<file path="src/rtl/calc_port_scheduler_if.sv">
// Requester, ALU issue and ALU response bundle for the calculator port scheduler.
// master = requesters/ALU side, slave = scheduler.
interface calc_port_scheduler_if #(
    parameter int NPORT  = 4,
    parameter int CMD_W  = 4,
    parameter int DATA_W = 32,
    parameter int TAG_W  = 2
);
    logic [NPORT*CMD_W-1:0]  req_cmd_in;
    logic [NPORT*DATA_W-1:0] req_data_in;
    logic [NPORT*TAG_W-1:0]  req_tag_in;
    logic                    alu_valid;
    logic                    alu_ready;
    logic [CMD_W-1:0]        alu_cmd;
    logic [DATA_W-1:0]       alu_op1;
    logic [DATA_W-1:0]       alu_op2;
    logic [1:0]              alu_port;
    logic [TAG_W-1:0]        alu_tag;
    logic                    alu_rsp_valid;
    logic [1:0]              alu_rsp;
    logic [DATA_W-1:0]       alu_rsp_data;
    logic [1:0]              alu_rsp_port;
    logic [TAG_W-1:0]        alu_rsp_tag;
    logic [NPORT*2-1:0]      out_resp;
    logic [NPORT*DATA_W-1:0] out_data;
    logic [NPORT*TAG_W-1:0]  out_tag;

    modport master (
        output req_cmd_in, req_data_in, req_tag_in, alu_ready,
               alu_rsp_valid, alu_rsp, alu_rsp_data, alu_rsp_port, alu_rsp_tag,
        input  alu_valid, alu_cmd, alu_op1, alu_op2, alu_port, alu_tag,
               out_resp, out_data, out_tag
    );

    modport slave (
        input  req_cmd_in, req_data_in, req_tag_in, alu_ready,
               alu_rsp_valid, alu_rsp, alu_rsp_data, alu_rsp_port, alu_rsp_tag,
        output alu_valid, alu_cmd, alu_op1, alu_op2, alu_port, alu_tag,
               out_resp, out_data, out_tag
    );
endinterface

</file>
<file path="src/rtl/calc_port_scheduler.sv">
// Front-end for the shared calculator ALU: per-port two-cycle capture, tag queues,
// round-robin issue through a registered valid/ready stage, and response routing.
module calc_port_scheduler #(
    parameter int NPORT  = 4,
    parameter int CMD_W  = 4,
    parameter int DATA_W = 32,
    parameter int TAG_W  = 2
) (
    input  logic                 PClk,
    input  logic                 reset,
    calc_port_scheduler_if.slave bus
);
    localparam int DEPTH   = 2**TAG_W;
    localparam int PORT_W  = 2;
    localparam int ENTRY_W = CMD_W + 2*DATA_W + TAG_W;

    typedef enum logic {S_IDLE = 1'b0, S_OPND2 = 1'b1} cap_state_e;

    function automatic logic is_legal_cmd(input logic [CMD_W-1:0] cmd);
        logic ok;
        case (cmd)
            CMD_W'(1), CMD_W'(2), CMD_W'(5), CMD_W'(6): ok = 1'b1;
            default:                                    ok = 1'b0;
        endcase
        return ok;
    endfunction

    cap_state_e              r_state     [NPORT];
    cap_state_e              w_state_nxt [NPORT];
    logic [CMD_W-1:0]        r_cap_cmd   [NPORT];
    logic [DATA_W-1:0]       r_cap_op1   [NPORT];
    logic [TAG_W-1:0]        r_cap_tag   [NPORT];
    logic [ENTRY_W-1:0]      r_fifo      [NPORT][DEPTH];
    logic [TAG_W-1:0]        r_wr_ptr    [NPORT];
    logic [TAG_W-1:0]        r_rd_ptr    [NPORT];
    logic [TAG_W:0]          r_count     [NPORT];
    logic [DEPTH-1:0]        r_busy      [NPORT];
    logic [NPORT-1:0]        r_err_pend;
    logic [TAG_W-1:0]        r_err_tag   [NPORT];
    logic [NPORT*2-1:0]      r_out_resp;
    logic [NPORT*DATA_W-1:0] r_out_data;
    logic [NPORT*TAG_W-1:0]  r_out_tag;

    logic                    r_alu_valid;
    logic [CMD_W-1:0]        r_alu_cmd;
    logic [DATA_W-1:0]       r_alu_op1;
    logic [DATA_W-1:0]       r_alu_op2;
    logic [PORT_W-1:0]       r_alu_port;
    logic [TAG_W-1:0]        r_alu_tag;
    logic [PORT_W-1:0]       r_rr;

    logic [NPORT-1:0]        w_capture;
    logic [NPORT-1:0]        w_push;
    logic [NPORT-1:0]        w_err;
    logic [NPORT-1:0]        w_rsp_hit;
    logic [NPORT-1:0]        w_nonempty;
    logic [NPORT-1:0]        w_pop;
    logic [DEPTH-1:0]        w_clr_mask   [NPORT];
    logic [ENTRY_W-1:0]      w_push_entry [NPORT];
    logic [ENTRY_W-1:0]      w_head       [NPORT];
    logic                    w_load;
    logic                    w_grant_vld;
    logic [PORT_W-1:0]       w_grant_idx;
    logic [ENTRY_W-1:0]      w_grant_entry;
    int                      w_scan;

    // Capture FSM state register
    always_ff @(posedge PClk) begin
        for (int p = 0; p < NPORT; p++) begin
            if (!reset) begin
                r_state[p] <= S_IDLE;
            end else begin
                r_state[p] <= w_state_nxt[p];
            end
        end
    end

    // Capture FSM next state; a held error response blocks a new capture
    always_comb begin
        for (int p = 0; p < NPORT; p++) begin
            w_state_nxt[p] = r_state[p];
            w_capture[p]   = 1'b0;
            case (r_state[p])
                S_IDLE: begin
                    if ((bus.req_cmd_in[p*CMD_W +: CMD_W] != {CMD_W{1'b0}}) && !r_err_pend[p]) begin
                        w_capture[p]   = 1'b1;
                        w_state_nxt[p] = S_OPND2;
                    end else begin
                        w_state_nxt[p] = S_IDLE;
                    end
                end
                S_OPND2: w_state_nxt[p] = S_IDLE;
                default: w_state_nxt[p] = S_IDLE;
            endcase
        end
    end

    // Per-port validation, tag release and queue head (empty queue bypasses the incoming request)
    always_comb begin
        for (int p = 0; p < NPORT; p++) begin
            w_rsp_hit[p]    = bus.alu_rsp_valid && (bus.alu_rsp_port == PORT_W'(p)) &&
                              r_busy[p][bus.alu_rsp_tag];
            w_clr_mask[p]   = w_rsp_hit[p] ? (DEPTH'(1) << bus.alu_rsp_tag) : {DEPTH{1'b0}};
            w_push[p]       = (r_state[p] == S_OPND2) && is_legal_cmd(r_cap_cmd[p]) &&
                              !(r_busy[p][r_cap_tag[p]] && !w_clr_mask[p][r_cap_tag[p]]);
            w_err[p]        = (r_state[p] == S_OPND2) && !w_push[p];
            w_push_entry[p] = {r_cap_cmd[p], r_cap_op1[p],
                               bus.req_data_in[p*DATA_W +: DATA_W], r_cap_tag[p]};
            w_nonempty[p]   = (r_count[p] != (TAG_W+1)'(0)) || w_push[p];
            w_head[p]       = (r_count[p] != (TAG_W+1)'(0)) ? r_fifo[p][r_rd_ptr[p]] : w_push_entry[p];
        end
    end

    // Round-robin search from the pointer; grant only when the issue stage can load
    always_comb begin
        w_load      = !r_alu_valid || bus.alu_ready;
        w_grant_vld = 1'b0;
        w_grant_idx = {PORT_W{1'b0}};
        w_scan      = 0;
        for (int k = 0; k < NPORT; k++) begin
            w_scan = int'(r_rr) + k;
            w_scan = (w_scan >= NPORT) ? (w_scan - NPORT) : w_scan;
            if (!w_grant_vld && w_nonempty[w_scan]) begin
                w_grant_vld = 1'b1;
                w_grant_idx = PORT_W'(w_scan);
            end else begin
                w_grant_vld = w_grant_vld;
            end
        end
        w_pop = {NPORT{1'b0}};
        if (w_load && w_grant_vld) begin
            w_pop[w_grant_idx] = 1'b1;
        end else begin
            w_pop = {NPORT{1'b0}};
        end
        w_grant_entry = w_head[w_grant_idx];
    end

    // Per-port capture latches, queue, busy bitmap and response outputs
    always_ff @(posedge PClk) begin
        for (int p = 0; p < NPORT; p++) begin
            if (!reset) begin
                r_cap_cmd[p]                    <= {CMD_W{1'b0}};
                r_cap_op1[p]                    <= {DATA_W{1'b0}};
                r_cap_tag[p]                    <= {TAG_W{1'b0}};
                r_wr_ptr[p]                     <= {TAG_W{1'b0}};
                r_rd_ptr[p]                     <= {TAG_W{1'b0}};
                r_count[p]                      <= {(TAG_W+1){1'b0}};
                r_busy[p]                       <= {DEPTH{1'b0}};
                r_err_pend[p]                   <= 1'b0;
                r_err_tag[p]                    <= {TAG_W{1'b0}};
                r_out_resp[p*2 +: 2]            <= 2'd0;
                r_out_data[p*DATA_W +: DATA_W]  <= {DATA_W{1'b0}};
                r_out_tag[p*TAG_W +: TAG_W]     <= {TAG_W{1'b0}};
            end else begin
                if (w_capture[p]) begin
                    r_cap_cmd[p] <= bus.req_cmd_in[p*CMD_W +: CMD_W];
                    r_cap_op1[p] <= bus.req_data_in[p*DATA_W +: DATA_W];
                    r_cap_tag[p] <= bus.req_tag_in[p*TAG_W +: TAG_W];
                end
                if (w_push[p]) begin
                    r_fifo[p][r_wr_ptr[p]] <= w_push_entry[p];
                    r_wr_ptr[p]            <= r_wr_ptr[p] + TAG_W'(1);
                end
                if (w_pop[p]) begin
                    r_rd_ptr[p] <= r_rd_ptr[p] + TAG_W'(1);
                end
                r_count[p] <= r_count[p] + (TAG_W+1)'(w_push[p]) - (TAG_W+1)'(w_pop[p]);
                // Set is ORed after the clear so a same-edge reuse of a freed tag stays busy
                r_busy[p]  <= (r_busy[p] & ~w_clr_mask[p]) |
                              (w_push[p] ? (DEPTH'(1) << r_cap_tag[p]) : {DEPTH{1'b0}});
                if (w_rsp_hit[p]) begin
                    r_out_resp[p*2 +: 2]           <= bus.alu_rsp;
                    r_out_data[p*DATA_W +: DATA_W] <= bus.alu_rsp_data;
                    r_out_tag[p*TAG_W +: TAG_W]    <= bus.alu_rsp_tag;
                    if (w_err[p]) begin
                        r_err_pend[p] <= 1'b1;
                        r_err_tag[p]  <= r_cap_tag[p];
                    end
                end else if (r_err_pend[p]) begin
                    r_out_resp[p*2 +: 2]           <= 2'd2;
                    r_out_data[p*DATA_W +: DATA_W] <= {DATA_W{1'b0}};
                    r_out_tag[p*TAG_W +: TAG_W]    <= r_err_tag[p];
                    r_err_pend[p]                  <= 1'b0;
                end else if (w_err[p]) begin
                    r_out_resp[p*2 +: 2]           <= 2'd2;
                    r_out_data[p*DATA_W +: DATA_W] <= {DATA_W{1'b0}};
                    r_out_tag[p*TAG_W +: TAG_W]    <= r_cap_tag[p];
                end else begin
                    r_out_resp[p*2 +: 2]           <= 2'd0;
                    r_out_data[p*DATA_W +: DATA_W] <= {DATA_W{1'b0}};
                    r_out_tag[p*TAG_W +: TAG_W]    <= {TAG_W{1'b0}};
                end
            end
        end
    end

    // Registered ALU issue stage; holds while valid is not accepted
    always_ff @(posedge PClk) begin
        if (!reset) begin
            r_alu_valid <= 1'b0;
            r_alu_cmd   <= {CMD_W{1'b0}};
            r_alu_op1   <= {DATA_W{1'b0}};
            r_alu_op2   <= {DATA_W{1'b0}};
            r_alu_port  <= {PORT_W{1'b0}};
            r_alu_tag   <= {TAG_W{1'b0}};
            r_rr        <= {PORT_W{1'b0}};
        end else if (w_load && w_grant_vld) begin
            r_alu_valid <= 1'b1;
            r_alu_cmd   <= w_grant_entry[TAG_W+2*DATA_W +: CMD_W];
            r_alu_op1   <= w_grant_entry[TAG_W+DATA_W +: DATA_W];
            r_alu_op2   <= w_grant_entry[TAG_W +: DATA_W];
            r_alu_tag   <= w_grant_entry[0 +: TAG_W];
            r_alu_port  <= w_grant_idx;
            r_rr        <= (w_grant_idx == PORT_W'(NPORT-1)) ? {PORT_W{1'b0}} : (w_grant_idx + PORT_W'(1));
        end else if (w_load) begin
            r_alu_valid <= 1'b0;
            r_alu_cmd   <= {CMD_W{1'b0}};
            r_alu_op1   <= {DATA_W{1'b0}};
            r_alu_op2   <= {DATA_W{1'b0}};
            r_alu_port  <= {PORT_W{1'b0}};
            r_alu_tag   <= {TAG_W{1'b0}};
        end
    end

    assign bus.alu_valid = r_alu_valid;
    assign bus.alu_cmd   = r_alu_cmd;
    assign bus.alu_op1   = r_alu_op1;
    assign bus.alu_op2   = r_alu_op2;
    assign bus.alu_port  = r_alu_port;
    assign bus.alu_tag   = r_alu_tag;
    assign bus.out_resp  = r_out_resp;
    assign bus.out_data  = r_out_data;
    assign bus.out_tag   = r_out_tag;
endmodule

</file>
<file path="src/flat_wrapper.sv">
// flat-port wrapper written by rule: the top's interface ports become plain ports
module calc_port_scheduler_flat 
#(
    parameter int NPORT  = 4,
    parameter int CMD_W  = 4,
    parameter int DATA_W = 32,
    parameter int TAG_W  = 2
)
  (PClk, reset, bus_req_cmd_in, bus_req_data_in, bus_req_tag_in, bus_alu_ready, bus_alu_rsp_valid, bus_alu_rsp, bus_alu_rsp_data, bus_alu_rsp_port, bus_alu_rsp_tag, bus_alu_valid, bus_alu_cmd, bus_alu_op1, bus_alu_op2, bus_alu_port, bus_alu_tag, bus_out_resp, bus_out_data, bus_out_tag);
  calc_port_scheduler_if #(.NPORT(NPORT), .CMD_W(CMD_W), .DATA_W(DATA_W), .TAG_W(TAG_W)) bus_i ();
  input  logic PClk;
  input  logic reset;
  input wire logic [$bits(bus_i.req_cmd_in)-1:0] bus_req_cmd_in;
  input wire logic [$bits(bus_i.req_data_in)-1:0] bus_req_data_in;
  input wire logic [$bits(bus_i.req_tag_in)-1:0] bus_req_tag_in;
  input wire logic [$bits(bus_i.alu_ready)-1:0] bus_alu_ready;
  input wire logic [$bits(bus_i.alu_rsp_valid)-1:0] bus_alu_rsp_valid;
  input wire logic [$bits(bus_i.alu_rsp)-1:0] bus_alu_rsp;
  input wire logic [$bits(bus_i.alu_rsp_data)-1:0] bus_alu_rsp_data;
  input wire logic [$bits(bus_i.alu_rsp_port)-1:0] bus_alu_rsp_port;
  input wire logic [$bits(bus_i.alu_rsp_tag)-1:0] bus_alu_rsp_tag;
  output wire logic [$bits(bus_i.alu_valid)-1:0] bus_alu_valid;
  output wire logic [$bits(bus_i.alu_cmd)-1:0] bus_alu_cmd;
  output wire logic [$bits(bus_i.alu_op1)-1:0] bus_alu_op1;
  output wire logic [$bits(bus_i.alu_op2)-1:0] bus_alu_op2;
  output wire logic [$bits(bus_i.alu_port)-1:0] bus_alu_port;
  output wire logic [$bits(bus_i.alu_tag)-1:0] bus_alu_tag;
  output wire logic [$bits(bus_i.out_resp)-1:0] bus_out_resp;
  output wire logic [$bits(bus_i.out_data)-1:0] bus_out_data;
  output wire logic [$bits(bus_i.out_tag)-1:0] bus_out_tag;
  assign bus_i.req_cmd_in = bus_req_cmd_in;
  assign bus_i.req_data_in = bus_req_data_in;
  assign bus_i.req_tag_in = bus_req_tag_in;
  assign bus_i.alu_ready = bus_alu_ready;
  assign bus_i.alu_rsp_valid = bus_alu_rsp_valid;
  assign bus_i.alu_rsp = bus_alu_rsp;
  assign bus_i.alu_rsp_data = bus_alu_rsp_data;
  assign bus_i.alu_rsp_port = bus_alu_rsp_port;
  assign bus_i.alu_rsp_tag = bus_alu_rsp_tag;
  assign bus_alu_valid = bus_i.alu_valid;
  assign bus_alu_cmd = bus_i.alu_cmd;
  assign bus_alu_op1 = bus_i.alu_op1;
  assign bus_alu_op2 = bus_i.alu_op2;
  assign bus_alu_port = bus_i.alu_port;
  assign bus_alu_tag = bus_i.alu_tag;
  assign bus_out_resp = bus_i.out_resp;
  assign bus_out_data = bus_i.out_data;
  assign bus_out_tag = bus_i.out_tag;
  calc_port_scheduler #(.NPORT(NPORT), .CMD_W(CMD_W), .DATA_W(DATA_W), .TAG_W(TAG_W)) u_core (.PClk(PClk), .reset(reset), .bus(bus_i));
endmodule
</file>
<file path="config.mk">
export PLATFORM = sky130hd
export DESIGN_NAME = calc_port_scheduler_flat
export DESIGN_NICKNAME = d
export VERILOG_FILES = /design/src/rtl/calc_port_scheduler_if.sv /design/src/rtl/calc_port_scheduler.sv /design/src/flat_wrapper.sv
export SDC_FILE = /design/constraint.sdc
export NUM_CORES = 2
export LEC_CHECK = 0
export ABC_AREA = 1
export CELL_PAD_IN_SITES_DETAIL_PLACEMENT = 0
export CELL_PAD_IN_SITES_GLOBAL_PLACEMENT = 2
export CORE_MARGIN = 4
export CORE_UTILIZATION = 43
export CTS_BUF_LIST = sky130_fd_sc_hd__clkbuf_4 sky130_fd_sc_hd__clkbuf_8 sky130_fd_sc_hd__clkbuf_16
export CTS_CLUSTER_SIZE = 20
export DETAILED_ROUTE_END_ITERATION = 6
export PLACE_DENSITY = 0.95
export SLEW_MARGIN = 10
export SYNTH_ARGS = -nofsm -noshare
export SYNTH_HDL_FRONTEND = slang
export SYNTH_SLANG_ARGS = --single-unit
</file>
<file path="constraint.sdc">
create_clock -name PClk -period 9.3 [get_ports PClk]
set_input_delay 1.86 -clock PClk [delete_from_list [all_inputs] [get_ports PClk]]
set_output_delay 1.86 -clock PClk [all_outputs]
set_load 0.01 [all_outputs]
</file>
**Word level (Yosys, flattened, before mapping)**

Memories as Yosys holds them, arrays and structs flattened.
Cells that the tools add are included.

- Register bits after elaboration: 223
- Latch bits: 0
- RAM bits: 1328
- Memory bits (read-only): 0
- Input port bits: 194
- Memories kept: 10

- $add $sub $neg: 24
- Multipliers: 0
- Div/mod/pow operators: 0
- Order comparisons: 28
- Eq/ne operators: 20
- Shift-type cells: 5
- Mux-type cells: 231
- Bitwise operators: 61
- Reduce and logical (&&, ||, !) cells: 80

Memories:

| memory | depth | width | rd ports | clocked after memory_dff | wr ports | RTL line | source |
|---|---|---|---|---|---|---|---|
| u_core.r_fifo | 4 | 280 | 4 | 0 | 4 | calc_port_scheduler.sv:33 | `logic [ENTRY_W-1:0] r_fifo [NPORT][DEPTH];` |
| u_core.r_cap_op1 | 4 | 32 | 4 | 0 | 4 | calc_port_scheduler.sv:31 | `logic [DATA_W-1:0] r_cap_op1 [NPORT];` |
| u_core.r_busy | 4 | 4 | 4 | 0 | 4 | calc_port_scheduler.sv:37 | `logic [DEPTH-1:0] r_busy [NPORT];` |
| u_core.r_cap_cmd | 4 | 4 | 4 | 0 | 4 | calc_port_scheduler.sv:30 | `logic [CMD_W-1:0] r_cap_cmd [NPORT];` |
| u_core.r_count | 4 | 3 | 4 | 0 | 4 | calc_port_scheduler.sv:36 | `logic [TAG_W:0] r_count [NPORT];` |
| u_core.r_cap_tag | 4 | 2 | 4 | 0 | 4 | calc_port_scheduler.sv:32 | `logic [TAG_W-1:0] r_cap_tag [NPORT];` |
| +4 memories | - | - | - | - | - | - |  |

Operator list:

| operator | count |
|---|---|
| $mux 70 | 18 |
| $mux 280 | 4 |
| $bmux 70 s2 | 5 |
| $demux 70 s2 | 4 |
| $mux 32 | 11 |
| $lt 32x4->1 const B | 4 |
| $mux 1 | 97 |
| $ge 32x4->1 const B | 3 |
| $mux 2 | 48 |
| $sub 32x4->32 const B | 3 |
| $mux 4 | 19 |
| $logic_and 1x1->1 | 37 |
| $or 1x1->1 | 36 |
| $bmux 1 s2 | 16 |
| $eq 4x3->1 const B | 8 |
| $ge 3x3->1 const B | 9 |
| $not 2->3 | 9 |
| $logic_not 1->1 | 20 |
| $shl 1x2->4 const A | 5 |
| $add 2x1->2 const B | 9 |
| $lt 2x3->1 const B | 6 |
| $and 4x4->4 | 4 |
| $eq 4x1->1 const B | 4 |
| $eq 4x2->1 const B | 4 |
| other kinds (23) | 66 |

**Logic depth before layout (Yosys ltp)**

An unclocked memory read counts as a cell.

- Word-level depth: 34
- Depth in mapped cells: 30
- Mapped depth without buffers: 27

**Worst setup path before layout**

OpenSTA, ideal clock, no wires.

- Path type: in2reg
- Start point: in bus_alu_rsp_tag[1]
- End point: mem u_core.r_fifo[3][0] (netlist name), enable pin
- Library setup time: 0.499 ns
- Arrival: 5.939 ns
- Required time: 8.801 ns
- Slack: 2.863 ns
- Stages on the path: 11
- Path buffers: 1
- Path through: buf_2 > inv_2 > nor2_1 > inv_1 > nor2_1 > nand2_1 > nand2_1 > o21ai_4 > inv_1 > nand2_1 > nor2_1

RTL lines:

| item | RTL line | source |
|---|---|---|
| start: declaration | flat_wrapper.sv:21 | `input wire logic [$bits(bus_i.alu_rsp_tag)-1:0] bus_alu_rsp_tag;` |
| end: declaration | calc_port_scheduler.sv:33 |  |

==> metrics.md <==
| Metric | Value |
|---|---|
| Result of the run | complete, no violations |
| Maximum number of buffers from clock root to sink | 3 |
| Nets | 6,005 |
| Overall Power | 23.8 mW |
| Total iterations of the first detailed-routing run | 6 |
| Total length of routed met3 wires | 20.2 mm |
| Power density over the cells | 326 mW/mm^2 |
| Share of post-route cells with drive strength above 1 | slightly below 7% |
| Sequential element share of the synthesized area | 70.7% |
| Via count | 44,000 |
| Top achievable clock speed | 0.148 GHz |
| Wire length the detailed router placed on met1 | 78.5 mm |
| Count of buffer and inverter cells on the critical path | 2 |
| Total global-route track usage | 24.8% |
| Worst setup slack after placement | 1750 ps |
| Total clock sinks | 1,551 |
| Critical R2R Capture | u_core.r_count[1][2]$_SDFF_PN0_ |
| Critical path class | input pin to register |
| Largest voltage drop on the vdd net | roughly 0.00037 V |
| Die span in x | 388 um |
| Post-synthesis net count | ~5,700 |
| Largest net degree at the start of global routing | 102 |
| Average size of a mapped cell | 11.3 sq um |
| Worst path cell trace | clkdlybuf4s50_1 -> inv_2 -> nor2_1 -> nand4_1 -> nand3_1 -> o21bai_2 -> nand3_1 -> nand3_1 -> o21ai_1 -> nand3_1 -> nand2_4 -> nand2_4 -> nor2_2 -> nand2_1 -> nand2_1 -> nand2_1 -> ha_1 -> fa_1 -> or2_2 -> a21oi_1 |
| Origin of the worst min-delay path | u_core.bus.alu_op2[27]$_SDFFE_PN0P_ |
| Post-CTS resize count | 0 |
| CP max stage cell | sky130_fd_sc_hd__clkdlybuf4s50_1 |
| Internal power | 13.9 mW |
| Endpoint required time on the critical path | 10,020 ps |
| Post-route clock skew | 39.3 ps |
| Number of buffers created by CTS | 160 |
| Tcrit/Tclk final | 72.7% |
| Highest metal layer with signal wires | met5 |
| Number of global-route vias before repair | 41,300 |
| Most Frequent Cell on Critical Path | sky130_fd_sc_hd__nand3_1 |
| Number of levels in the clock H-tree | 4 |
| Die H | 388 um |
| Clock latency on the worst-skew pair | 810 ps |
| Clock tree from TritonCTS | yes |
| Area of the placeable core | between 0.1 and 0.15 sq mm |
| Number of setup violations in the final report | 0 |
| Worst EP arrival | about 7500 ps |
| Share of power burned in combinational logic | 39.0% |
| Cell depth of the worst flop-to-flop path | 22 |
| Number of synthesized flops with an enable pin | between 1,000 and 1,500 |
| Transition time at the pin with the least slew margin | 1310 ps |
| Gate family responsible for the most delay along the worst path | simple AND/OR/NAND/NOR gates |
| Crit path depth | 20 |
| Antenna violations before repair | 16 |
| Placed instance count | 7,527 |
| Post-layout min period | 6770 ps |
| Hold/Removal Path Class | register to register |
| Port Buffers | 410 |
| Row count | 139 |
| Post-synthesis async set-or-reset flop share | 0% |
| Worst setup EP type | register |
| Number of I/O pins | 411 |
| Largest fanout on the critical path | 77 |
| Top FF cell, synth | sky130_fd_sc_hd__edfxtp_1 |
| Portion of total power attributed to sequential cells | between 30% and 40% |
| Total net switching power | 9.92 mW |
| Routability cong. | 0.900 |
| Wire length of the first global-routing pass | 279 mm |
| Crit path launch type | input pin |
| Flop2flop setup slack | 4050 ps |
| Leftover overflow at the end of global routing | 0 |
| Post-Layout Cell Count | 7,829 |
| Total count of hold-check failures in the final report | 0 |
| Post-route setup slack | 2530 ps |
| Register clock-pin slew on the reported worst setup and hold paths | about 60 ps |
| Clock network power share | 26.6% |
| Die Outline Area | 0.151 sq mm |
| R2r startpoint | u_core.r_cap_tag[0][0]$_SDFFCE_PN0P_ |
| Wire length per cell after detailed routing | 24.7 um |
| FILL cells | 12,600 |
| Synth Register Bits | ~1,600 |
| Final HPWL DP | 123 mm |
| Design Area, Final | 0.0732 sq mm |
| Slowest Stage Delay on Critical Path | 760 ps |
| Post-detailed-placement cell area | about 0.068 sq mm |
| Sequential cell area | 0.0440 sq mm |
| Violation count after the first detailed-routing iteration | 5,620 |
| RSZ-0062 raised after global routing | no |
| Count of final max-slew check failures | 0 |
| Switching part of the total | a little over two fifths |
| Routed met2 length | between 80 and 90 mm |
| Number of remaining DRC errors | 0 |
| Number of standard cells after synthesis | 5,502 |
| Area added between synthesis and finish | 17.6% |
| Fraction of the core area covered by cells at the end of the flow | between 50% and 60% |
| Cell leakage power | 26.2 nW |
| Critical Path Source | bus_alu_rsp_tag[0] |
| CTS hold repair buffers | 0 |
| Endpoint of the most critical setup path | u_core.r_count[1][2]$_SDFF_PN0_ |
| Residual antenna-violating net count after detailed routing | 0 |
| Summed negative setup slack over all endpoints | 0 ps |
| Max Cap Viol | 0 |
| Multi-input logic area | 0.0157 sq mm |
| Setup repair bufs after CTS | 0 |
| DR vias/cell | 5.62 |
| Synthesized area | 0.0622 sq mm |
| Sum of routed wire length over all layers | 193 mm |
| Clock Tree Root | sky130_fd_sc_hd__clkbuf_16 |
| Starting utilization of the core area | 43.3% |
| Rel. slew slack | between 10% and 20% |
| Hold slack | 472 ps |
| Number of warnings reported in the yosys synthesis log | 0 |
| Distinct cells, synth | 44 |
cells in the final DEF (no fill, tap or decap), types with 57 or more instances in the layout:
| cell | count |
|---|---|
| sky130_fd_sc_hd__inv_1 | 269 |
| sky130_fd_sc_hd__nor2_1 | 1024 |
| sky130_fd_sc_hd__nand2_1 | 656 |
| sky130_fd_sc_hd__a21oi_1 | 177 |
| sky130_fd_sc_hd__clkdlybuf4s50_1 | 409 |
| sky130_fd_sc_hd__o21ai_0 | 692 |
| sky130_fd_sc_hd__o22ai_1 | 57 |
| sky130_fd_sc_hd__dfxtp_1 | 255 |
| sky130_fd_sc_hd__edfxtp_1 | 1296 |
| sky130_fd_sc_hd__o221ai_1 | 134 |
| sky130_fd_sc_hd__nand3_1 | 320 |
| sky130_fd_sc_hd__buf_4 | 79 |
| sky130_fd_sc_hd__clkbuf_16 | 162 |
synth_stat cells, types with 41 or more instances:
master,n,area (sq um)
sky130_fd_sc_hd__dfxtp_1,255,5100
sky130_fd_sc_hd__nor2_1,1042,3910
sky130_fd_sc_hd__o22ai_1,57,357
sky130_fd_sc_hd__buf_2,41,205
sky130_fd_sc_hd__inv_1,280,1050
sky130_fd_sc_hd__nand3_1,320,1600
sky130_fd_sc_hd__clkbuf_1,289,1080
sky130_fd_sc_hd__a31oi_1,55,344
sky130_fd_sc_hd__edfxtp_1,1296,38900
sky130_fd_sc_hd__a21oi_1,177,886
sky130_fd_sc_hd__o21ai_0,693,3470
sky130_fd_sc_hd__o221ai_1,134,1170
sky130_fd_sc_hd__nand2_1,659,2470
kinds of logic after synthesis:
group           after synthesis  synth area share (%)
simple gates               2074                  13.4
flops                      1551                  70.7
compound gates             1178                  10.9
buf+inv                     664                  4.24
fa+ha+maj                    25                 0.551
xor+xnor                     10                 0.141
registers in the layout (all words and copies together), names as in the netlist, 8 cells and up:
name                 flops
u_core.bus.alu_op1      32
u_core.bus.alu_op2      32
u_core.bus.out_data    128
u_core.bus.out_resp      8
u_core.bus.out_tag       8
u_core.r_busy           16
u_core.r_cap_cmd        16
u_core.r_cap_op1       128
u_core.r_cap_tag         8
u_core.r_count          12
u_core.r_err_tag         8
u_core.r_fifo         1120
u_core.r_rd_ptr          8
u_core.r_wr_ptr          8
worst min-delay path by stage:
| stage | end | slack [ps] | cells after the start |
|---|---|---|---|
| 2_1_floorplan | u_core.r_busy[3][2]$_SDFF_PN0_ | 450 | 2 |
| 3_3_place_gp | u_core.bus.alu_op2[0]$_SDFFE_PN0P_ | 450 | 2 |
| 3_5_place_dp | u_core.bus.alu_op2[17]$_SDFFE_PN0P_ | 460 | 2 |
| 4_1_cts | u_core.bus.alu_op2[22]$_SDFFE_PN0P_ | 470 | 2 |
| 5_1_grt | u_core.bus.alu_op2[22]$_SDFFE_PN0P_ | 480 | 2 |
| 6_report | u_core.bus.alu_op2[27]$_SDFFE_PN0P_ | 470 | 2 |
power groups by stage:
stage,sequential (mW),clock [mW],combinational (mW)
floorplan,8.22,0,5.57
global placement,8.30,0,8.96
detailed placement,8.31,0,9.06
CTS,8.17,6.41,9.09
global route,8.20,6.69,9.98
finish,8.19,6.34,9.29
layer usage:
layer	global-route usage [%]	vias up
met5	0	-
met4	8.63	2
met3	6.74	280
met2	37.9	2056
met1	34.2	21700
li1	-	20000
area by class of cell:
type	instances	area share [%]
diodes	7	0.0239
clock buffers	202	6.00
clock inverters	93	1.09
inverters	297	1.55
multi-input cells	3287	21.5
flip-flops and latches	1551	60.2
well taps	1903	3.25
repair buffers	489	6.41
worst reg2reg max path, delay by kind of cell (launching register included):
family / cells / cell delay, ps
and+or+nand+nor: 16 / 3320
adders and majority gates: 2 / 630
DFF: 1 / 510
AOI/OAI and AO/OA: 2 / 440
buffers and inverters: 2 / 310
Power figures use the tool's default switching activity.
